**config.mk**
```make
export PLATFORM = sky130hd
export DESIGN_NAME = pll_phase_ctrl
export DESIGN_NICKNAME = d
export VERILOG_FILES = /design/src/rtl/pll_phase_ctrl.sv
export SDC_FILE = /design/constraint.sdc
export NUM_CORES = 1
export LEC_CHECK = 0
export CORE_UTILIZATION = 30
export DETAILED_ROUTE_END_ITERATION = 12
export PLACE_DENSITY = 0.54
export SYNTH_ARGS = -nofsm -noshare
export SYNTH_HDL_FRONTEND = slang
export SYNTH_SLANG_ARGS = --single-unit
```
**constraint.sdc**
```tcl
create_clock -name clock -period 4.3 [get_ports clock]
set_input_delay 0.645 -clock clock [delete_from_list [all_inputs] [get_ports clock]]
set_output_delay 0.645 -clock clock [all_outputs]
set_load 0.01 [all_outputs]
```
**src/rtl/pll_phase_ctrl.sv**
```systemverilog
// pll_phase_ctrl: waits for a stable PLL lock, then releases the downstream
// reset. It also sequences dynamic-phase steps on the PLL phasesel,
// phasedir and phasestep pins in response to step requests.
//
// Request handshake: a request transfers on a rising clock edge where both
// req_valid and req_ready are 1. req_ready is 1 only in IDLE while the
// synchronised lock is high. It does not depend on req_valid. A requester
// that raises req_valid keeps it and its payload stable until the transfer
// edge.
module pll_phase_ctrl #(
  parameter int LOCK_STABLE = 1024,
  parameter int STEP_SETUP  = 4,
  parameter int STEP_PULSE  = 4,
  parameter int STEP_GAP    = 8
) (
  input  logic        clock,
  input  logic        reset,
  input  logic        pll_locked,
  input  logic        req_valid,
  output logic        req_ready,
  input  logic [1:0]  req_sel,
  input  logic        req_dir,
  input  logic [7:0]  req_count,
  output logic [1:0]  phasesel,
  output logic        phasedir,
  output logic        phasestep,
  output logic        phaseloadreg,
  output logic        sys_reset,
  output logic        busy,
  output logic        lock_lost,
  output logic [15:0] steps_done,
  output logic [2:0]  state_dbg
);

  // A single counter serves the lock-stability wait and every step phase,
  // so it is sized for the longest of them.
  localparam int MAX_AB = (STEP_SETUP > STEP_PULSE) ? STEP_SETUP : STEP_PULSE;
  localparam int MAX_CD = (STEP_GAP > LOCK_STABLE) ? STEP_GAP : LOCK_STABLE;
  localparam int MAX_V  = (MAX_AB > MAX_CD) ? MAX_AB : MAX_CD;
  localparam int CW     = $clog2(MAX_V + 1);

  localparam logic [CW-1:0] LOCK_LAST  = CW'(LOCK_STABLE - 1);
  localparam logic [CW-1:0] SETUP_LAST = CW'(STEP_SETUP - 1);
  localparam logic [CW-1:0] PULSE_LAST = CW'(STEP_PULSE - 1);
  localparam logic [CW-1:0] GAP_LAST   = CW'(STEP_GAP - 1);

  typedef enum logic [2:0] {
    WAIT_LOCK = 3'd0,
    STABLE    = 3'd1,
    IDLE      = 3'd2,
    SETUP     = 3'd3,
    PULSE     = 3'd4,
    GAP       = 3'd5
  } state_t;

  state_t        state, state_n;
  logic          lock_meta, lock_sync;
  logic [CW-1:0] cnt, cnt_n;
  logic [7:0]    remaining, remaining_n;
  logic [1:0]    sel_n;
  logic          dir_n;
  logic          lost_n;
  logic [15:0]   steps_n;
  logic          handshake;

  // pll_locked comes from the PLL domain, so it is double-flopped before use.
  always_ff @(posedge clock) begin
    if (reset) begin
      lock_meta <= 1'b0;
      lock_sync <= 1'b0;
    end else begin
      lock_meta <= pll_locked;
      lock_sync <= lock_meta;
    end
  end

  // Requests are gated on lock so that a request offered during a lock drop
  // is held off, not swallowed by the lock-loss path.
  assign req_ready    = (state == IDLE) && lock_sync;
  assign handshake    = req_valid && req_ready;
  assign phaseloadreg = 1'b1;
  assign state_dbg    = state;

  // Next-state, counter and step bookkeeping.
  always_comb begin
    state_n     = state;
    cnt_n       = cnt;
    remaining_n = remaining;
    sel_n       = phasesel;
    dir_n       = phasedir;
    lost_n      = lock_lost;
    steps_n     = steps_done;

    case (state)
      WAIT_LOCK: begin
        cnt_n = '0;
        if (lock_sync) state_n = STABLE;
      end
      STABLE: begin
        if (!lock_sync) begin
          cnt_n   = '0;
          state_n = WAIT_LOCK;
        end else if (cnt == LOCK_LAST) begin
          cnt_n   = '0;
          state_n = IDLE;
        end else begin
          cnt_n = cnt + 1'b1;
        end
      end
      IDLE: begin
        cnt_n = '0;
        // A zero-count request is consumed here with no effect.
        if (handshake && (req_count != 8'd0)) begin
          sel_n       = req_sel;
          dir_n       = req_dir;
          remaining_n = req_count;
          state_n     = SETUP;
        end
      end
      SETUP: begin
        if (cnt == SETUP_LAST) begin
          cnt_n   = '0;
          state_n = PULSE;
        end else begin
          cnt_n = cnt + 1'b1;
        end
      end
      PULSE: begin
        if (cnt == PULSE_LAST) begin
          cnt_n       = '0;
          remaining_n = remaining - 8'd1;
          steps_n     = steps_done + 16'd1;
          state_n     = GAP;
        end else begin
          cnt_n = cnt + 1'b1;
        end
      end
      GAP: begin
        if (cnt == GAP_LAST) begin
          cnt_n   = '0;
          state_n = (remaining != 8'd0) ? PULSE : IDLE;
        end else begin
          cnt_n = cnt + 1'b1;
        end
      end
      default: begin
        cnt_n   = '0;
        state_n = WAIT_LOCK;
      end
    endcase

    // Losing lock after the downstream reset has been released aborts
    // everything. A pulse cut short here is not counted as a completed step.
    if ((state inside {IDLE, SETUP, PULSE, GAP}) && !lock_sync) begin
      state_n     = WAIT_LOCK;
      cnt_n       = '0;
      remaining_n = 8'd0;
      lost_n      = 1'b1;
      steps_n     = steps_done;
    end
  end

  // State and registered outputs. The pin outputs are decoded from the next
  // state so that they change on the same edge as the state.
  always_ff @(posedge clock) begin
    if (reset) begin
      state      <= WAIT_LOCK;
      cnt        <= '0;
      remaining  <= 8'd0;
      phasesel   <= 2'd0;
      phasedir   <= 1'b0;
      phasestep  <= 1'b1;
      sys_reset  <= 1'b1;
      busy       <= 1'b0;
      lock_lost  <= 1'b0;
      steps_done <= 16'd0;
    end else begin
      state      <= state_n;
      cnt        <= cnt_n;
      remaining  <= remaining_n;
      phasesel   <= sel_n;
      phasedir   <= dir_n;
      phasestep  <= (state_n != PULSE);
      sys_reset  <= (state_n inside {WAIT_LOCK, STABLE});
      busy       <= (state_n inside {SETUP, PULSE, GAP});
      lock_lost  <= lost_n;
      steps_done <= steps_n;
    end
  end

endmodule

```
==> impl_results.md, run 1 <==
* Cell variety after synth at 53
* RSZ-0062 raised after global routing: false
* Layout Cells excl Fill at around 420
* Post-CTS resize count at 0
* Max_cap viols at 0
* DRC errors left at 0
* Post-synth ARST share at 0%
* Startpoint Class: primary input
* Insertion delay to the later sink of the worst-skew pair at 0.31 ns
* WL/cell at between 10 and 15 um
* CTS tree: yes
* Vias in the first global route at 1916
* Pin count of the biggest net entering global routing at 31
* Cells after synthesis at 281
* Syn avg cell area at between 8 and 9 um2
* Slowest library cell on the worst path: a21boi_1
* Fin nets at approximately 340
* Site Rows at 31
* VDD IR max at between 0.0001 and 0.00015 V
* Fin Clk Skew at about 0.013 ns
* Worst slew pin tran at 0.816 ns
* Layout cells sized above 1 at under 10%
* Worst-path fanout max at 10
* Worst r2r src: cnt[0]
* Placed Area at 0.00284 mm2
* Initial Utilization at a little under a third
* Max-slew violation count at 0
* TritonCTS Sinks at 47
* Core box area at 0.00741 mm2
* Final Cell Area at 0.00296 mm2
* Required @ worst endpoint at approximately 4.5 ns
* Diode count at 0
* Synth Flop Type: dfxtp_1
* Setup TNS at 0 ns
* Critical Path AT at approximately 3.2 ns
* EDFF count, synth at 0
* Total global routing overflow at 0
* Clock buffer count from CTS at 5
* Boundary pin count at 43
* H-tree level count at 2
* Pwr Density at ~270 mW/mm2
* Final Hold Viols at 0
* Initial antenna violation count at 0
* Die height at slightly above 90 um
* Root buffer cell: clkbuf_8
* Placed Cells incl. Taps at 409
* First-pass DRT Iterations at 4
* Post-Place Worst Slack at between 0.9 and 1 ns
* Worst path cell trace: clkdlybuf4s50_1, or4_1, o2111ai_1, a21boi_1, o21ai_0, a21oi_1
* Flip-flop and latch count after synthesis at 47
* Critical Path End Type: flip-flop
* First-pass GRT wire length at between 9 and 10 mm
* Leak Pwr at approximately 1.0 nW
* Die ar. at between 0.008 and 0.009 mm2
* # fillers at 762
* Clock transition at path regs at about 0.10 ns
* Postcts setup bufs at 0
* Antenna-violating nets left at 0
* Largest cells by area after synthesis: dfxtp_1 (40%), nor2_1 (7.0%), xnor2_1 (4.1%)
* Final min period at ~3.0 ns
* Total wire length at between 5 and 6 mm
* Yosys top cell area share at between 30 and 40%
* Final setup viols at 0
* Sequential-to-total area share from yosys stat at between 30% and 40%
* Critical path type: in -> reg
* Port Buffer Count at 41
* Syn Nets at 300
* Achievable Freq at around 330 MHz
* DR vias at between 2000 and 2500
* Placer congestion estimate at 0.811
* Final period util at 69.8%
* Final worst slack at 1.30 ns
* Chip width at a little over 90 um
* Clock buffer depth at 2
* Total global-route track usage at 13.7%
* Status: complete, no violations
* Placed wire-length estimate at roughly 4.0 mm
* DR iter-0 viols at 86
* Via/cell ratio at 4.96
* HP Class: reg -> reg
* Final hold slack at around 0.47 ns
* YS warnings at 0
* Yosys top cell by area: dfxtp_1
* Syn Std Cell Area at between 0.002 and 0.0025 mm2
* Max transition margin at between 40 and 50%
* Synthesis-to-finish area growth at 25.4%
* CP Launch Point: req_count[6]
* CP peak stage delay at 0.65 ns
* Hold-fix buffers, CTS at 0
* Hold path startpoint: lock_meta
==> cells in the mapped netlist, drive strengths merged (3+ instances only) <==
cell type,number
dfxtp,47
nor2,44
nand2,19
a21oi,16
nand3,12
o21ai,12
nor4,11
xnor2,11
clkbuf,10
inv,10
nor2b,9
xor2,7
nand4,6
nor3,6
and3,5
ha,4
mux2i,4
nand2b,4
or4,4
a211oi,3
and4,3
buf,3
mux2,3
o221ai,3
==> final cells by class <==
type	instances	area, um2	area share, %
clock inverter	3	47.5	1.61
clock buffer	5	68.8	2.33
tap	99	124	4.19
multi-input combinational	211	1320	44.6
sequential	47	941	31.8
inverter	10	37.5	1.27
timing repair buffer	42	418	14.1
==> sequential cells by signal (all words and copies together) (netlist names) <==
signal,count
lock_lost,1
lock_sync,1
phasesel,2
cnt,11
steps_done,16
phasestep,1
state_dbg,3
remaining,8
busy,1
sys_reset,1
phasedir,1
lock_meta,1
==> per-layer routing <==
metal / GRT usage, % / share of wire (%)
met1: 18.2 / 52
met2: 21.4 / 43
met3: 3.28 / 3.3
met4: 4.84 / 1.4
met5: 0 / 0
==> path summary, 6_finish.rpt <==
kind | endpoint | slack (ns) | depth (start not counted)
worst max-delay path | remaining[2] | 1.30 | 6
worst min-delay path | lock_sync | 0.47 | 1
worst max register to register | steps_done[15] | 1.32 | 6
worst min register to register | lock_sync | 0.47 | 1
==> cell usage in the layout (no fill, tap or decap), types with 5 or more instances in the layout <==
cell type,instances
clkdlybuf4s50_1,41
nand3_1,11
inv_1,10
dfxtp_1,47
nor3_1,6
xnor2_1,11
xor2_1,7
nor4_1,8
nand2_1,19
a21oi_1,16
nor2_1,44
nand4_1,6
clkbuf_8,5
nor2b_1,9
and3_1,5
o21ai_0,10
==> per-stage QoR <==
step / power (mW) / util [%]
floorplan: 0.460 / -
global placement: 0.478 / 38.3
detailed placement: 0.478 / 38.3
CTS: 0.821 / 39.9
global route: 0.844 / 39.9
finish: 0.806 / 39.9
==> kinds of logic (layout without fill, tap and decap cells) <==
family          after synthesis  after routing  share of synthesized area [%]
fa+ha+maj                     5              5                           2.55
compound gates               50             50                           13.6
xor+xnor                     18             18                           6.69
simple gates                130            130                           29.6
other cells                   1              1                          0.159
buf+inv                      23             60                           4.14
flops                        47             47                           39.9
mux                           7              7                           3.29
==> worst max-delay path, delay by kind of cell <==
kind	cells	cell delay [ns]
AND/OR/NAND/NOR	1	0.53
AO/OA/AOI/OAI	4	1.63
buffers and inverters	1	0.42
==> where the power goes <==
group	switching, mW	total, mW	internal, mW	leakage (nW)
Clock	0.162	0.338	0.176	0.0587
Sequential	0.00180	0.438	0.436	0.379
Combinational	0.0130	0.0297	0.0167	0.592
Total	0.176	0.806	0.629	1.03
Note: power is estimated with default switching activity, not from simulation.
==> run 2, diff against run 1 <==
PLACE_DENSITY = 0.55   (was 0.54)
clock period = 2.7 ns   (was 4.3 ns; I/O delays follow)
==> run 2 against run 1 <==
Against the previous run: count of clock-buffer cells in the layout grew 1; combinational power grew 60%; global-route usage grew 0.33 points; clock power grew 47%; die area is the same; register-to-register slack lost 1.2 ns; first-iteration DRC count grew 21%; design area grew 2.9%; largest power group unchanged.
==> impl_results.md, run 2 (synthesis results as in run 1) <==
* Achievable Freq at approximately 390 MHz
* Vias in the first global route at 1959 (+2.2%)
* Total global routing overflow at 0 (unchanged)
* Max reg flops at 16 (unchanged)
* Postcts setup bufs at 0 (unchanged)
* Commonest non-fill, non-tap cells in the layout: dfxtp_1 (46), nor2_1 (44), clkdlybuf4s50_1 (41)
* Total wire length at 5.68 mm (+3.2%)
* Max transition margin at 61.5% (+16 points)
* Hold path startpoint: cnt[0]
* Clk network pwr share at 40.0% (-2.0 points)
* Total global-route track usage at 14.0% (+0.33 points)
* DR iter-0 viols at 104 (+21%)
* CTS tree: yes
* DR vias at 2095 (+1.4%)
* Die ar. at 0.00822 mm2 (unchanged)
* VDD IR max at 0.000253 V (+76%)
* R2R Path End: steps_done[14]
* Power Internal at 0.992 mW (+58%)
* Final period util at 94.7%
* Boundary pin count at 43 (unchanged)
* Reg-to-reg slack, setup at 0.14 ns (-1.18 ns)
* Core box area at 0.00741 mm2 (unchanged)
* Placer congestion estimate at 0.798 (-1.5%)
* Setup TNS at 0 ns (unchanged)
* Clock buffer depth at 2 (unchanged)
* Fin nets at 348 (+3.6%)
* Commonest non-fill, non-tap cell in the layout: dfxtp_1
* Comb power frac at 3.8% (about the same)
* DRC errors left at 0 (unchanged)
* Max-slew violation count at 0 (unchanged)
* First-pass DRT Iterations at 4 (unchanged)
* Startpoint Class: flip-flop
* Chip width at 90.6 um (unchanged)
* Pwr Density at 408 mW/mm2 (+50%)
* Initial Utilization at 31.8% (unchanged)
* Placed Area at 0.00293 mm2 (+3.2%)
* Critical Path AT at 2.75 ns (-0.49 ns)
* Pin count of the biggest net entering global routing at 27 (-13%)
* H-tree level count at 2 (unchanged)
* Hold-critical path depth at 1 (unchanged)
* Biggest register: steps_done
* TritonCTS Sinks at 47 (unchanged)
* Final min period at between 2 and 3 ns
* Root buffer cell: clkbuf_8
* Slowest library cell on the worst path: or4_4
* Final Cell Area at 0.00304 mm2 (+2.9%)
* Clock buffer count from CTS at 5 (unchanged)
* Antenna-violating nets left at 0 (unchanged)
* Status: complete, no violations
* CP peak stage delay at 0.52 ns (-0.13 ns)
* Final setup viols at 0 (unchanged)
* Hold EP: cnt[0]
* Worst-path fanout max at 10 (unchanged)
* Port Buffer Count at 41 (unchanged)
* Diode count at 0 (unchanged)
* Worst path cell trace: ha_1, or4b_4, or4_4, buf_4, nor4_4, buf_4, a21oi_1, a31o_1
* WL/cell at 13.3 um (+0.54%)
* Cell family with most CP delay: simple AND/OR/NAND/NOR gates
* Reg2reg path depth at 8 (+2)
* Critical path type: reg -> reg
* RSZ-0062 raised after global routing: false
* Required @ worst endpoint at 2.89 ns (-1.65 ns)
* Die height at 90.6 um (unchanged)
* Via/cell ratio at 4.89 (-1.3%)
* Sw Pwr at 0.248 mW (+40%)
* Sw Share at 20.0% (-1.9 points)
* Worst r2r src: cnt[0]
* Leak Pwr at 1.10 nW (+6.7%)
* Site Rows at 31 (unchanged)
* Initial antenna violation count at 0 (unchanged)
* Sequential power share at 56.2% (+1.8 points)
* Worst path bufs/invs at 2 (+1)
* HP Class: reg -> reg
* Final Hold Viols at 0 (unchanged)
* Largest registers: steps_done: 16 flops, cnt: 11 flops, remaining: 8 flops
* Fin Clk Skew at 0.00565 ns (-0.00743 ns)
* Layout cells sized above 1 at 9.42% (+3.1 points)
* Critical path's most frequent cell: buf_4
* Max_cap viols at 0 (unchanged)
* Worst slew pin tran at 0.573 ns (-0.244 ns)
* Insertion delay to the later sink of the worst-skew pair at 0.29 ns (-0.02 ns)
* First-pass GRT wire length at 9.51 mm (+4.7%)
* Clock transition at path regs at 0.09 ns (about the same)
* Placed wire-length estimate at 4.12 mm (+4.1%)
* Synthesis-to-finish area growth at 29.0%
* Critical Path End Type: flip-flop
-- run 2: cell types whose count changed in the layout (fill, tap and decap cells not counted), sizes merged --
cell    previous run  this run
buf                1        13
clkbuf             5         6
clkinv             1         0
inv               11        10
-- run 2: metal layers --
layer / track usage [%] / part of all wire (%) / up-vias
met5: 0 / 0 / -
met4: 2.82 / 0.70 / 0
met3: 2.95 / 3.4 / 4
met2: 23.0 / 45 / 34
met1: 18.9 / 51 / 971
li1: - / - / 1086
-- run 2: worst reg2reg max path, cell delays in order, from the launching register on --
cell	delay [ns]
dfxtp_2	0.36
ha_1	0.18
or4b_4	0.51
or4_4	0.52
buf_4	0.20
nor4_4	0.27
buf_4	0.18
a21oi_1	0.06
a31o_1	0.18
-- run 2: final cells by class --
class / instances / area, um2
Tap cell: 99 / 124
Fill cell: 737 / 4370
Multi-Input combinational cell: 211 / 1330
Timing Repair Buffer: 54 / 508
Clock buffer: 6 / 72.6
Sequential cell: 47 / 942
Clock inverter: 1 / 30.0
Inverter: 10 / 37.5
-- run 2: worst max-delay path by stage --
stage                     startpoint              to  slack (ns)  cells past startpoint
final                         cnt[0]  steps_done[14]        0.14                      8
after global routing          cnt[1]  steps_done[14]        0.01                      8
after CTS                     cnt[0]  steps_done[14]        0.04                      8
after detailed placement      cnt[0]  steps_done[15]       -0.03                      6
after global placement        cnt[0]  steps_done[15]        0.07                      6
after floorplan               cnt[0]  steps_done[12]        0.11                      7
-- run 2: through the flow --
| stage | power (mW) | cells | hold slack, ns | util [%] | setup WS, ns |
|---|---|---|---|---|---|
| 2_1_floorplan | 0.733 | 281 | 0.414 | - | 0.109 |
| 3_3_place_gp | 0.761 | 421 | 0.425 | 39.5 | 0.0744 |
| 3_5_place_dp | 0.761 | 421 | 0.436 | 39.5 | -0.0330 |
| 4_1_cts | 1.26 | 428 | 0.457 | 41.0 | 0.0425 |
| 5_1_grt | 1.30 | 428 | 0.468 | 41.1 | 0.0137 |
| 6_report | 1.24 | 428 | 0.438 | 41.1 | 0.143 |
-- run 2: power groups by stage --
stage               registers [mW]  logic (mW)  clock network, mW
floorplan                    0.712      0.0211                  0
global placement             0.713      0.0477                  0
detailed placement           0.713      0.0476                  0
CTS                          0.697      0.0479              0.515
global route                 0.698      0.0520              0.546
finish                       0.697      0.0475              0.496
-- run 2: what timing repair did --
item / in CTS / in global routing
pin swaps: 0 / 2
setup endpoints to repair: 1 / 6
hold endpoints to repair: 0 / 0
hold buffers: 0 / 0
gates resized for setup: 1 / 1
